===== config.mk =====
export PLATFORM = sky130hd
export DESIGN_NAME = sdram_arbiter
export DESIGN_NICKNAME = d
export VERILOG_FILES = /design/src/rtl/sdram_arbiter.sv
export SDC_FILE = /design/constraint.sdc
export NUM_CORES = 1
export LEC_CHECK = 0
export BUFFER_PORTS_ARGS = -buffer_cell sky130_fd_sc_hd__buf_4
export CAP_MARGIN = 20
export CORE_ASPECT_RATIO = 0.6
export CORE_MARGIN = 10
export CORE_UTILIZATION = 43
export DETAILED_ROUTE_END_ITERATION = 16
export PLACE_DENSITY = 0.81
export SKIP_LAST_GASP = 1
export SYNTH_ARGS = -nofsm -noshare
export SYNTH_HDL_FRONTEND = slang
export SYNTH_SLANG_ARGS = --single-unit

===== constraint.sdc =====
create_clock -name clk_i -period 2.8 [get_ports clk_i]
set_clock_uncertainty 0.15 [all_clocks]
set_input_delay 0.28 -clock clk_i [delete_from_list [all_inputs] [get_ports clk_i]]
set_output_delay 0.28 -clock clk_i [all_outputs]
set_load 0.02 [all_outputs]

===== src/rtl/sdram_arbiter.sv =====
// sdram_arbiter: shares the single sdram controller port between three requesters
// (0 video fetch, 1 CPC core RAM, 2 support CPU/DMA). One access in flight at a time.
// The grant is registered, so ack_o appears one cycle after the request is seen and
// the rd/wr strobe follows one cycle later. Returned read data goes to the owning port.
// Build option: define SDRAM_ARB_RR_EN for round-robin arbitration; otherwise fixed
// priority 0 > 1 > 2.
module sdram_arbiter #(
   parameter int AW         = 23,
   parameter int WR_CYCLES  = 8,
   parameter int RD_TIMEOUT = 31
) (
   input  logic              clk_i,
   input  logic              reset_i,
   input  logic [2:0]        req_i,
   input  logic [2:0]        we_i,
   input  logic [3*AW-1:0]   addr_i,
   input  logic [47:0]       wdata_i,
   input  logic [5:0]        dm_i,
   output logic [2:0]        ack_o,
   output logic [15:0]       rdata_o,
   output logic [2:0]        rvalid_o,
   output logic              err_o,
   output logic              mem_rd_o,
   output logic              mem_wr_o,
   output logic [AW-1:0]     mem_A_o,
   output logic [15:0]       mem_D_o,
   output logic [1:0]        mem_Dm_o,
   input  logic [15:0]       mem_D_i,
   input  logic              mem_valid_i
);

   typedef enum logic [1:0] {IDLE, ISSUE, WAIT_RD, WAIT_WR} state_t;

   // Counter compare values, sized to the 8-bit wait counter.
   localparam logic [7:0] RD_LAST = 8'(RD_TIMEOUT);
   localparam logic [7:0] WR_LAST = 8'(WR_CYCLES - 1);

   state_t          state_q, state_d;
   logic [1:0]      owner_q, owner_d;
   logic            we_q, we_d;
   logic [7:0]      cnt_q, cnt_d;
   logic [2:0]      ack_q, ack_d;
   logic [2:0]      rvalid_q, rvalid_d;
   logic            mem_rd_q, mem_rd_d;
   logic            mem_wr_q, mem_wr_d;
   logic [AW-1:0]   mem_a_q, mem_a_d;
   logic [15:0]     mem_d_q, mem_d_d;
   logic [1:0]      mem_dm_q, mem_dm_d;
   logic [15:0]     rdata_q, rdata_d;
   logic            err_q, err_d;
   logic [1:0]      win;
`ifdef SDRAM_ARB_RR_EN
   logic [1:0]      last_grant_q, last_grant_d;
   logic [1:0]      p0, p1, p2;
`endif

   // Per-port views of the packed request fields.
   logic [AW-1:0]   port_addr  [3];
   logic [15:0]     port_wdata [3];
   logic [1:0]      port_dm    [3];

   generate
      for (genvar gi = 0; gi < 3; gi++) begin : g_port
         assign port_addr[gi]  = addr_i[gi*AW +: AW];
         assign port_wdata[gi] = wdata_i[gi*16 +: 16];
         assign port_dm[gi]    = dm_i[gi*2 +: 2];
      end
   endgenerate

   // Winner selection; later assignments override earlier ones, so the first
   // port in search order that is requesting wins.
   always_comb begin
      win = 2'd0;
`ifdef SDRAM_ARB_RR_EN
      p0 = (last_grant_q == 2'd2) ? 2'd0 : last_grant_q + 2'd1;
      p1 = (p0 == 2'd2) ? 2'd0 : p0 + 2'd1;
      p2 = (p1 == 2'd2) ? 2'd0 : p1 + 2'd1;
      if (req_i[p2]) win = p2;
      if (req_i[p1]) win = p1;
      if (req_i[p0]) win = p0;
`else
      if (req_i[2]) win = 2'd2;
      if (req_i[1]) win = 2'd1;
      if (req_i[0]) win = 2'd0;
`endif
   end

   // Next-state and registered-output logic for the access FSM.
   always_comb begin
      state_d  = state_q;
      owner_d  = owner_q;
      we_d     = we_q;
      cnt_d    = cnt_q;
      ack_d    = 3'b000;
      rvalid_d = 3'b000;
      mem_rd_d = 1'b0;
      mem_wr_d = 1'b0;
      mem_a_d  = mem_a_q;
      mem_d_d  = mem_d_q;
      mem_dm_d = mem_dm_q;
      rdata_d  = rdata_q;
      err_d    = err_q;
`ifdef SDRAM_ARB_RR_EN
      last_grant_d = last_grant_q;
`endif
      case (state_q)
         IDLE: begin
            if (req_i != 3'b000) begin
               owner_d     = win;
               we_d        = we_i[win];
               mem_a_d     = port_addr[win];
               mem_d_d     = port_wdata[win];
               mem_dm_d    = port_dm[win];
               ack_d[win]  = 1'b1;
               state_d     = ISSUE;
`ifdef SDRAM_ARB_RR_EN
               last_grant_d = win;
`endif
            end
         end
         ISSUE: begin
            mem_rd_d = ~we_q;
            mem_wr_d = we_q;
            cnt_d    = 8'd0;
            state_d  = we_q ? WAIT_WR : WAIT_RD;
         end
         WAIT_RD: begin
            // Data arriving on the timeout cycle still counts as a good read.
            if (mem_valid_i) begin
               rdata_d           = mem_D_i;
               rvalid_d[owner_q] = 1'b1;
               state_d           = IDLE;
            end else if (cnt_q == RD_LAST) begin
               rdata_d           = 16'hFFFF;
               rvalid_d[owner_q] = 1'b1;
               err_d             = 1'b1;
               state_d           = IDLE;
            end else begin
               cnt_d = cnt_q + 8'd1;
            end
         end
         WAIT_WR: begin
            if (cnt_q == WR_LAST) begin
               state_d = IDLE;
            end else begin
               cnt_d = cnt_q + 8'd1;
            end
         end
         default: state_d = IDLE;
      endcase
   end

   // State and output registers; reset drops any access in flight.
   always_ff @(posedge clk_i) begin
      if (reset_i) begin
         state_q  <= IDLE;
         owner_q  <= 2'd0;
         we_q     <= 1'b0;
         cnt_q    <= 8'd0;
         ack_q    <= 3'b000;
         rvalid_q <= 3'b000;
         mem_rd_q <= 1'b0;
         mem_wr_q <= 1'b0;
         mem_a_q  <= '0;
         mem_d_q  <= 16'h0000;
         mem_dm_q <= 2'b00;
         rdata_q  <= 16'h0000;
         err_q    <= 1'b0;
`ifdef SDRAM_ARB_RR_EN
         last_grant_q <= 2'd2;
`endif
      end else begin
         state_q  <= state_d;
         owner_q  <= owner_d;
         we_q     <= we_d;
         cnt_q    <= cnt_d;
         ack_q    <= ack_d;
         rvalid_q <= rvalid_d;
         mem_rd_q <= mem_rd_d;
         mem_wr_q <= mem_wr_d;
         mem_a_q  <= mem_a_d;
         mem_d_q  <= mem_d_d;
         mem_dm_q <= mem_dm_d;
         rdata_q  <= rdata_d;
         err_q    <= err_d;
`ifdef SDRAM_ARB_RR_EN
         last_grant_q <= last_grant_d;
`endif
      end
   end

   assign ack_o    = ack_q;
   assign rvalid_o = rvalid_q;
   assign rdata_o  = rdata_q;
   assign err_o    = err_q;
   assign mem_rd_o = mem_rd_q;
   assign mem_wr_o = mem_wr_q;
   assign mem_A_o  = mem_a_q;
   assign mem_D_o  = mem_d_q;
   assign mem_Dm_o = mem_dm_q;

endmodule


Word level (Yosys, flattened, before mapping). Index checks and enable logic that the tools add are counted.

Flip-flop bits (word level): 79. Bits of input ports: 148. Output and inout port bits: 66. Word-level logic and storage cells: 83.

$add $sub $neg: 1. Order comparisons: 5. Equal/unequal tests: 11. Muxes and demuxes: 32. Bitwise operators: 7. Reduce and logical (&&, ||, !) cells: 14.

Operators by type and width (number): 16-bit 2-to-1 mux (4); 23-bit binary-select mux with 2-bit select (1); 23-bit 2-to-1 mux (2); 16-bit binary-select mux with 2-bit select (1); 8-bit 2-to-1 mux (3); 8-bit one-hot mux with 3 select lines (1); 2-bit 2-to-1 mux (9); 2-bit inequality test, second input constant (5); 8-bit by 1-bit adder with 8-bit output, second input constant (1); 8-bit by 3-bit == test with 1-bit output, second input constant (1); 8-bit by 5-bit == test with 1-bit output, second input constant (1); 2-bit one-hot mux with 4 select lines (1); 2-bit by 3-bit < comparator with 1-bit output, second input constant (2); 3-bit 2-to-1 mux (2); 1-bit NOT (6); 3-bit AND reduction (2); 3-bit nonzero test (2); 2-bit binary-select mux with 2-bit select (1); 1-bit demux with 2-bit select (2); 2-bit == test, second input constant (2); 2-bit by 1-bit greater-or-equal comparator with 1-bit output, second input constant (2); 1-bit 2-to-1 mux (4); 2-bit AND reduction (2); 4-bit AND reduction (1); other kinds (10) (12).

Logic depth before layout (Yosys ltp). Gate-level depths: netlist (run 1).

Depth in word-level cells: 7. Mapped depth: 7. Mapped depth without buffers: 5.

Worst setup path before layout (run 1). Ideal clock, no wire load.

Path type: register to register. From: reg cnt_q[0]. To: reg cnt_q[2]. Setup time: 0.074 ns. Arrival: 1.736 ns. Setup slack: 0.840 ns. Cell stages (with the launch flop): 6. Buffers on the path: 0. Period minus slack after synthesis: 1.960 ns. Cells stage by stage: dfxtp_1 -> ha_1 -> and4_4 -> a211o_1 -> or4_1 -> a31oi_1.

Longest elaborated chain between the ends: 4. Elaborated cells between the ends (all ways): 10. Those cells by class: add/sub: 1; eq/ne: 4; mux: 4; reduce/logical: 1.

RTL lines: start: declaration (line 41) `logic [7:0] cnt_q, cnt_d;`; start signal: assignment (line 176) `cnt_q <= cnt_d;`; 8-bit by 1-bit adder with 8-bit output (line 139, 146); 8-bit 2-to-1 mux (line 133) `end else if (cnt_q == RD_LAST) begin`; 8-bit 2-to-1 mux (line 129) `if (mem_valid_i) begin`; 8-bit one-hot mux with 3 select lines (line 106) `case (state_q)`.

Several ways; a longest one is shown, not always the timed one. The select of a mux whose other input is x is not followed. A chain may end at the register's enable or synchronous reset.

Final worst setup path (run 1).
From: reg state_q[1]. To: reg cnt_q[7].

Longest elaborated chain between the ends: 3. Elaborated cells between the ends (all ways): 9. Those cells by class: eq/ne: 6; mux: 1; reduce/logical: 2.

RTL lines: start: declaration (line 38) `state_t state_q, state_d;`; start signal: assignment (line 173) `state_q <= state_d;`; 2-bit == test / 2-bit by 1-bit == test with 1-bit output (equally long branches) (line 106); 2-bit inequality test (no line) / 3-bit nonzero test (equally long branches); 4-bit AND reduction (no line).

Several ways; a longest one is shown, not always the timed one.

==> run_results.csv, run 1 <==
group,metric,value,unit
synth,yosysTopAreaCell,"dfxtp_1",
critical_path,reg2reg_depth,4,
power_and_ir_drop,p_clk_frac,0.380,
detailed_routing,first_iter_violations,194,
floorplanning,dieHeight,92.2,µm
finish,mostFrequentLayoutCells,"218 x buf_4, 79 x dfxtp_1, 64 x a21oi_1",
critical_path,arrival,2360,ps
critical_path,cp_max_fo,18,
synth,ys_seq_area_frac,0.423,
critical_path,cp-end-kind,"flip-flop",
critical_path,worst_ep_required_time,2870,ps
finish,fillers,701,
floorplanning,rows,26,
global_routing,grt_pass1_vias,3799,
cts,hold_buffers,0,
sta,fin_tns_setup,0,ps
finish,mostFrequentLayoutCell,"buf_4",
min_path,hold_path_class,"input port to flip-flop",
cts,postCtsSetupBuffers,0,
floorplanning,dieArea,0.0129,mm²
synth,synth-edff-count,0,
placed_design,gp_congestion,0.834,
finish,area_growth,52.9,%
detailed_routing,via_per_inst,5.32,
detailed_routing,detail_route.first_pass.iterations,5,
cts,cts_made_buffers,9,
synth,yosysTopAreaCellShare,0.423,
outcome,status,"finished clean",
min_path,hold_path.startpoint,"req_i[0]",
finish,num_antenna_cells,0,
detailed_routing,num_vias,3885,
critical_path,rr_startpoint,"state_q[1]",
cts,insertion_delay,330,ps
global_routing,grt_pass1_wl,19300,µm
cts,clk_pin_slew,60,ps
synth,ys_async_sr_fraction,0,
power_and_ir_drop,power_leakage,2.71,nW
power_and_ir_drop,p_per_area,610,mW/mm²
finish,final_cells,730,
floorplanning,fp.dieW,140,µm
synth,postSynthAreaPerCell,8.96,µm²
finish,post-route-util,0.673,
placed_design,port_buffers,213,
synth,ys.flop_type,"dfxtp_1",
sta,tightest_slew,687,ps
finish,drive_gt1_frac,0.393,
power_and_ir_drop,p_sw,0.952,mW
cts,root_buffer,"clkbuf_16",
synth,synth_cell_types,44,
critical_path,r2r_slack,510,ps
power_and_ir_drop,p_int,2.54,mW
detailed_routing,routed_wirelength,12500,µm
min_path,min_to,"ack_o[0]",
cts,h-tree-depth,3,
sta,hold_violations,0,
power_and_ir_drop,worst_ir_drop_vdd,0.340,mV
sta,report.final.setup_viol,0,
cts,cts_buffer_depth,2,
power_and_ir_drop,pwr-share-comb,0.241,
detailed_routing,wire_per_inst,17.1,µm
global_routing,gr-usage-all-layers,0.180,
run,drv_cap,0,
sta,fmax,0.437,GHz
synth,synthCells,417,
critical_path,crit_type,"flip-flop to flip-flop",
sta,fin_crit_sh,0.817,
placed_design,dpl.cell_count,714,
finish,nets,762,
min_path,hold_depth,2,
detailed_routing,drc,0,
synth,synth_area,0.00374,mm²
power_and_ir_drop,p_seq_frac,0.379,
placed_design,dp_hpwl,9710,µm
floorplanning,coreArea,0.00849,mm²
critical_path,crit_path_start_kind,"flip-flop",
sta,relSlewSlack,0.542,
power_and_ir_drop,p_sw_frac,0.273,
global_routing,antenna_found_initial,0,
floorplanning,top_level_ports,214,
sta,drv_slew,0,
critical_path,rr_endpoint,"cnt_q[7]",
sta,min_period,2290,ps
global_routing,overflow,0,
floorplanning,start_util,0.440,
synth,synth.area.top_cells,"dfxtp_1 42%, mux2i_1 11%, a22o_1 9.8%",
global_routing,grt_max_degree,54,
synth,synth.net_count,566,
cts,cts_tree,"done",
sta,rsz0062_at_grt,"no",
detailed_routing,ant_nets,0,
cts,ctsResizeCount,0,
sta,hold_slack,51.4,ps
synth,synth-seq-cells,79,
synth,yosysWarnings,0,
cts,cts.sinks,79,
-- metrics by stage --
step,total power [mW],worst slack [ps],area [µm²]
after CTS,3.52,534,5710
after detailed placement,2.19,553,5380
after floorplan,1.77,840,3740
after global routing,3.64,308,5710
final,3.49,514,5710
after global placement,2.17,595,5380
-- synthesized netlist by cell type, drive strengths merged, types with 2 or more instances --
master and number:
o21ai 5, dfxtp 79, nor3 5, a21oi 65, a21o 2, a22o 42
a211oi 2, nand2b 3, or4 3, a31oi 3, and4b 2, and2 4
o21a 16, or3 2, o211ai 4, nor2 48, mux2i 42, buf 10
nand3 8, clkbuf 25, nand2 5, nor4 4, inv 20, nand4 4
and4 3
-- kinds of logic after synthesis --
group	Yosys count	synth area share
buf+inv	55	0.0727
fa+ha+maj	1	0.00335
compound gates	143	0.255
mux	42	0.113
flops	79	0.423
simple gates	97	0.133
-- critical path, stage by stage, from the launching register on --
cell and delay [ps]:
dfxtp_1 690, nor2_1 220, a211oi_1 570, nand3_1 200, o41ai_1 340
-- how the worst max path moves through the flow --
stage | from | end | slack, ps | depth (start not counted)
CTS | state_q[1] | cnt_q[7] | 530 | 4
floorplan | cnt_q[0] | cnt_q[2] | 840 | 5
detailed placement | state_q[1] | cnt_q[7] | 550 | 4
global placement | state_q[1] | cnt_q[7] | 590 | 4
finish | state_q[1] | cnt_q[7] | 510 | 4
global route | state_q[1] | cnt_q[7] | 310 | 4
-- area by class of cell --
| cell class | count | area (µm²) | share of cell area |
|---|---|---|---|
| clock buffers | 11 | 233 | 0.0407 |
| clock inverters | 5 | 106 | 0.0186 |
| inverters | 20 | 75.1 | 0.0131 |
| multi-input cells | 283 | 1900 | 0.333 |
| flip-flops and latches | 79 | 1580 | 0.277 |
| well taps | 112 | 140 | 0.0245 |
| repair buffers | 220 | 1680 | 0.293 |
-- metal layers --
layer	vias to the layer above	GRT usage	wire length (µm)
met5	-	0	0
met4	0	0.0634	193
li1	1903	-	-
met1	1792	0.208	4900
met2	174	0.296	5970
met3	16	0.0762	1420
-- power by group through the flow --
stage | clock network (mW) | logic (mW) | registers [mW]
5_1_grt | 1.40 | 0.906 | 1.33
4_1_cts | 1.35 | 0.848 | 1.32
6_report | 1.32 | 0.842 | 1.32
2_1_floorplan | 0 | 0.321 | 1.45
3_5_place_dp | 0 | 0.847 | 1.34
3_3_place_gp | 0 | 0.830 | 1.34
-- flip-flops by register name, summed over array words and instances, names as in the netlist --
| name | count |
|---|---|
| mem_A_o | 23 |
| mem_D_o | 16 |
| rdata_o | 16 |
| cnt_q | 8 |
| ack_o | 3 |
| rvalid_o | 3 |
| mem_Dm_o | 2 |
| owner_q | 2 |
| state_q | 2 |
| err_o | 1 |
| mem_rd_o | 1 |
| mem_wr_o | 1 |
| we_q | 1 |
Power figures use the tool's default switching activity.
==> inputs of run 2 (changes only) <==
Settings changed: ABC_AREA from default to 1, PLACE_DENSITY 0.81 to 0.8.
Clock period 2.8 ns to 2.3 ns, I/O delays scaled along.
==> run_results.csv, run 2 <==
group,metric,value,unit
placed_design,port_buffers,213,
finish,multi_input_area,0.00192,mm²
finish,mostFrequentLayoutCell,"buf_4",
synth,synth_fa_ha_area_frac,0.00323,
power_and_ir_drop,p_sw_frac,0.342,
sta,rsz0062_at_grt,"no",
cts,cts_made_buffers,9,
finish,num_antenna_cells,0,
synth,synth.area.top_cells,"dfxtp_1 41%, nand3_1 12%, nand2_1 11%",
finish,mostFrequentLayoutCells,"221 x buf_4, 118 x nand2_1, 92 x nand3_1",
cts,cts_tree,"done",
detailed_routing,detail_route.first_pass.iterations,6,
sta,fmax,0.566,GHz
critical_path,cp-end-kind,"flip-flop",
critical_path,worst_ep_required_time,2360,ps
sta,tightest_slew,498,ps
detailed_routing,drc,0,
power_and_ir_drop,p_clk_frac,0.305,
cts,hold_buffers,0,
finish,area_growth,49.0,%
sta,min_period,1770,ps
run,drv_cap,0,
synth,yosysTopAreaCellShare,0.408,
cts,h-tree-depth,3,
synth,ys.flop_type,"dfxtp_1",
critical_path,crit_path_start_kind,"flip-flop",
power_and_ir_drop,p_int,2.89,mW
synth,synth_compound_area_frac,0.203,
synth,ys_async_sr_fraction,0,
floorplanning,rows,26,
synth,yosysWarnings,0,
critical_path,crit_type,"flip-flop to flip-flop",
power_and_ir_drop,worst_ir_drop_vdd,0.448,mV
synth,yosysTopAreaCell,"dfxtp_1",
finish,register_area,0.00158,mm²
global_routing,grt_pass1_wl,22900,µm
cts,insertion_delay,340,ps
outcome,status,"finished clean",
sta,fin_tns_setup,0,ps
floorplanning,dieArea,0.0133,mm²
critical_path,reg2reg_depth,8,
synth,synth_xor_area_frac,0,
synth,yosys.area_share.simple,0.289,
synth,ys_seq_area_frac,0.408,
synth,synth_cell_types,28,
synth,synth_area,0.00388,mm²
synth,synth_top_family_by_area,"simple AND/OR/NAND/NOR gates",
power_and_ir_drop,p_sw,1.50,mW
global_routing,grt_max_degree,48,
cts,root_buffer,"clkbuf_16",
detailed_routing,num_vias,4593,
placed_design,gp_congestion,0.917,
power_and_ir_drop,pwr-share-comb,0.312,
placed_design,dp_hpwl,11200,µm
detailed_routing,wire_per_inst,17.1,µm
global_routing,antenna_found_initial,0,
floorplanning,coreArea,0.00865,mm²
floorplanning,fp.dieW,143,µm
detailed_routing,via_per_inst,5.32,
sta,report.final.setup_viol,0,
power_and_ir_drop,p_seq_frac,0.384,
detailed_routing,first_iter_violations,309,
finish,largest_register_ff_count,23,
cts,cts.sinks,79,
sta,hold_slack,17.4,ps
power_and_ir_drop,power_leakage,2.68,nW
sta,fin_crit_sh,0.768,
detailed_routing,ant_nets,0,
synth,synthMostInstantiatedCell,"nand2_1",
synth,postSynthAreaPerCell,7.01,µm²
critical_path,arrival,1830,ps
global_routing,overflow,0,
cts,clk_pin_slew,60,ps
sta,drv_slew,0,
finish,drive_gt1_frac,0.334,
cts,cts_buffer_depth,2,
critical_path,cp_max_fo,18,
cts,ctsResizeCount,0,
power_and_ir_drop,p_per_area,760,mW/mm²
synth,synthCells,553,
sta,relSlewSlack,0.668,
finish,nets,895,
synth,muxShareOfSynthArea,0,
detailed_routing,routed_wirelength,14800,µm
floorplanning,top_level_ports,214,
finish,fillers,739,
synth,synth-edff-count,0,
floorplanning,dieHeight,93.6,µm
synth,synth.net_count,702,
min_path,hold_path_class,"input port to flip-flop",
min_path,hold_depth,3,
global_routing,gr-usage-all-layers,0.211,
floorplanning,start_util,0.448,
cts,postCtsSetupBuffers,0,
synth,synth-seq-cells,79,
sta,hold_violations,0,
global_routing,grt_pass1_vias,4455,
synth,synth_common_cells,"118 x nand2_1, 92 x nand3_1, 79 x dfxtp_1",
## run 2: changes by cell type in the layout (fill, tap and decap cells not counted), sizes merged, moves of 4 or more
| cell | change |
|---|---|
| a21oi | -35 |
| a22o | -42 |
| and2 | -4 |
| inv | +22 |
| mux2i | -42 |
| nand2 | +118 |
| nand3 | +86 |
| nor2 | -17 |
| o211ai | +38 |
| o21a | -15 |
| o21ai | +54 |
## run 2: path summary, 6_finish.rpt
kind         slack, ps         end  startpoint
max                530    cnt_q[4]    cnt_q[1]
min                 20  rdata_o[0]  mem_D_i[0]
max reg2reg        530    cnt_q[4]    cnt_q[1]
min reg2reg        270    mem_rd_o        we_q
## run 2: stage by stage
stage / power (mW) / std cells / instance area, µm² / util / setup WS [ps]
2_1_floorplan: 2.48 / 553 / 3880 / - / 805
3_3_place_gp: 3.04 / 847 / 5500 / 0.635 / 616
3_5_place_dp: 3.09 / 847 / 5500 / 0.635 / 535
4_1_cts: 4.44 / 863 / 5780 / 0.668 / 536
5_1_grt: 4.64 / 863 / 5780 / 0.668 / 298
6_report: 4.39 / 863 / 5780 / 0.668 / 533
## run 2: layer usage
metal,vias to the layer above,part of all wire,global-route usage
li1,2267,-,-
met1,2101,0.40,0.242
met2,212,0.47,0.357
met3,13,0.11,0.0828
met4,0,0.015,0.0650
met5,-,0,0
## run 2: final cells by class
class                      count  area share
tap                          112      0.0242
clock inverter                 7     0.00996
timing repair buffer         223       0.294
inverter                      41      0.0266
multi-input combinational    392       0.333
clock buffer                   9      0.0390
sequential                    79       0.274
## run 2: cells by family after synthesis
kind of cell,count (synthesis)
AND/OR/NAND/NOR,256
buffers and inverters,82
flip-flops,79
adder cells (fa/ha/maj),1
AO/OA/AOI/OAI,135
## run 2: worst max-delay path: stages, from the launching register on
cell and delay (ps):
dfxtp_1 350, ha_1 240, nand2_1 120, inv_1 110, nand3_2 130, nand2_2 100
nand2_2 210, nand3_1 160, a21oi_1 70
## run 2: power groups by stage
stage / combinational (mW) / clock, mW / sequential [mW]
3_5_place_dp: 1.37 / 0 / 1.71
5_1_grt: 1.50 / 1.43 / 1.71
6_report: 1.37 / 1.34 / 1.69
3_3_place_gp: 1.34 / 0 / 1.70
4_1_cts: 1.38 / 1.37 / 1.69
2_1_floorplan: 0.608 / 0 / 1.87
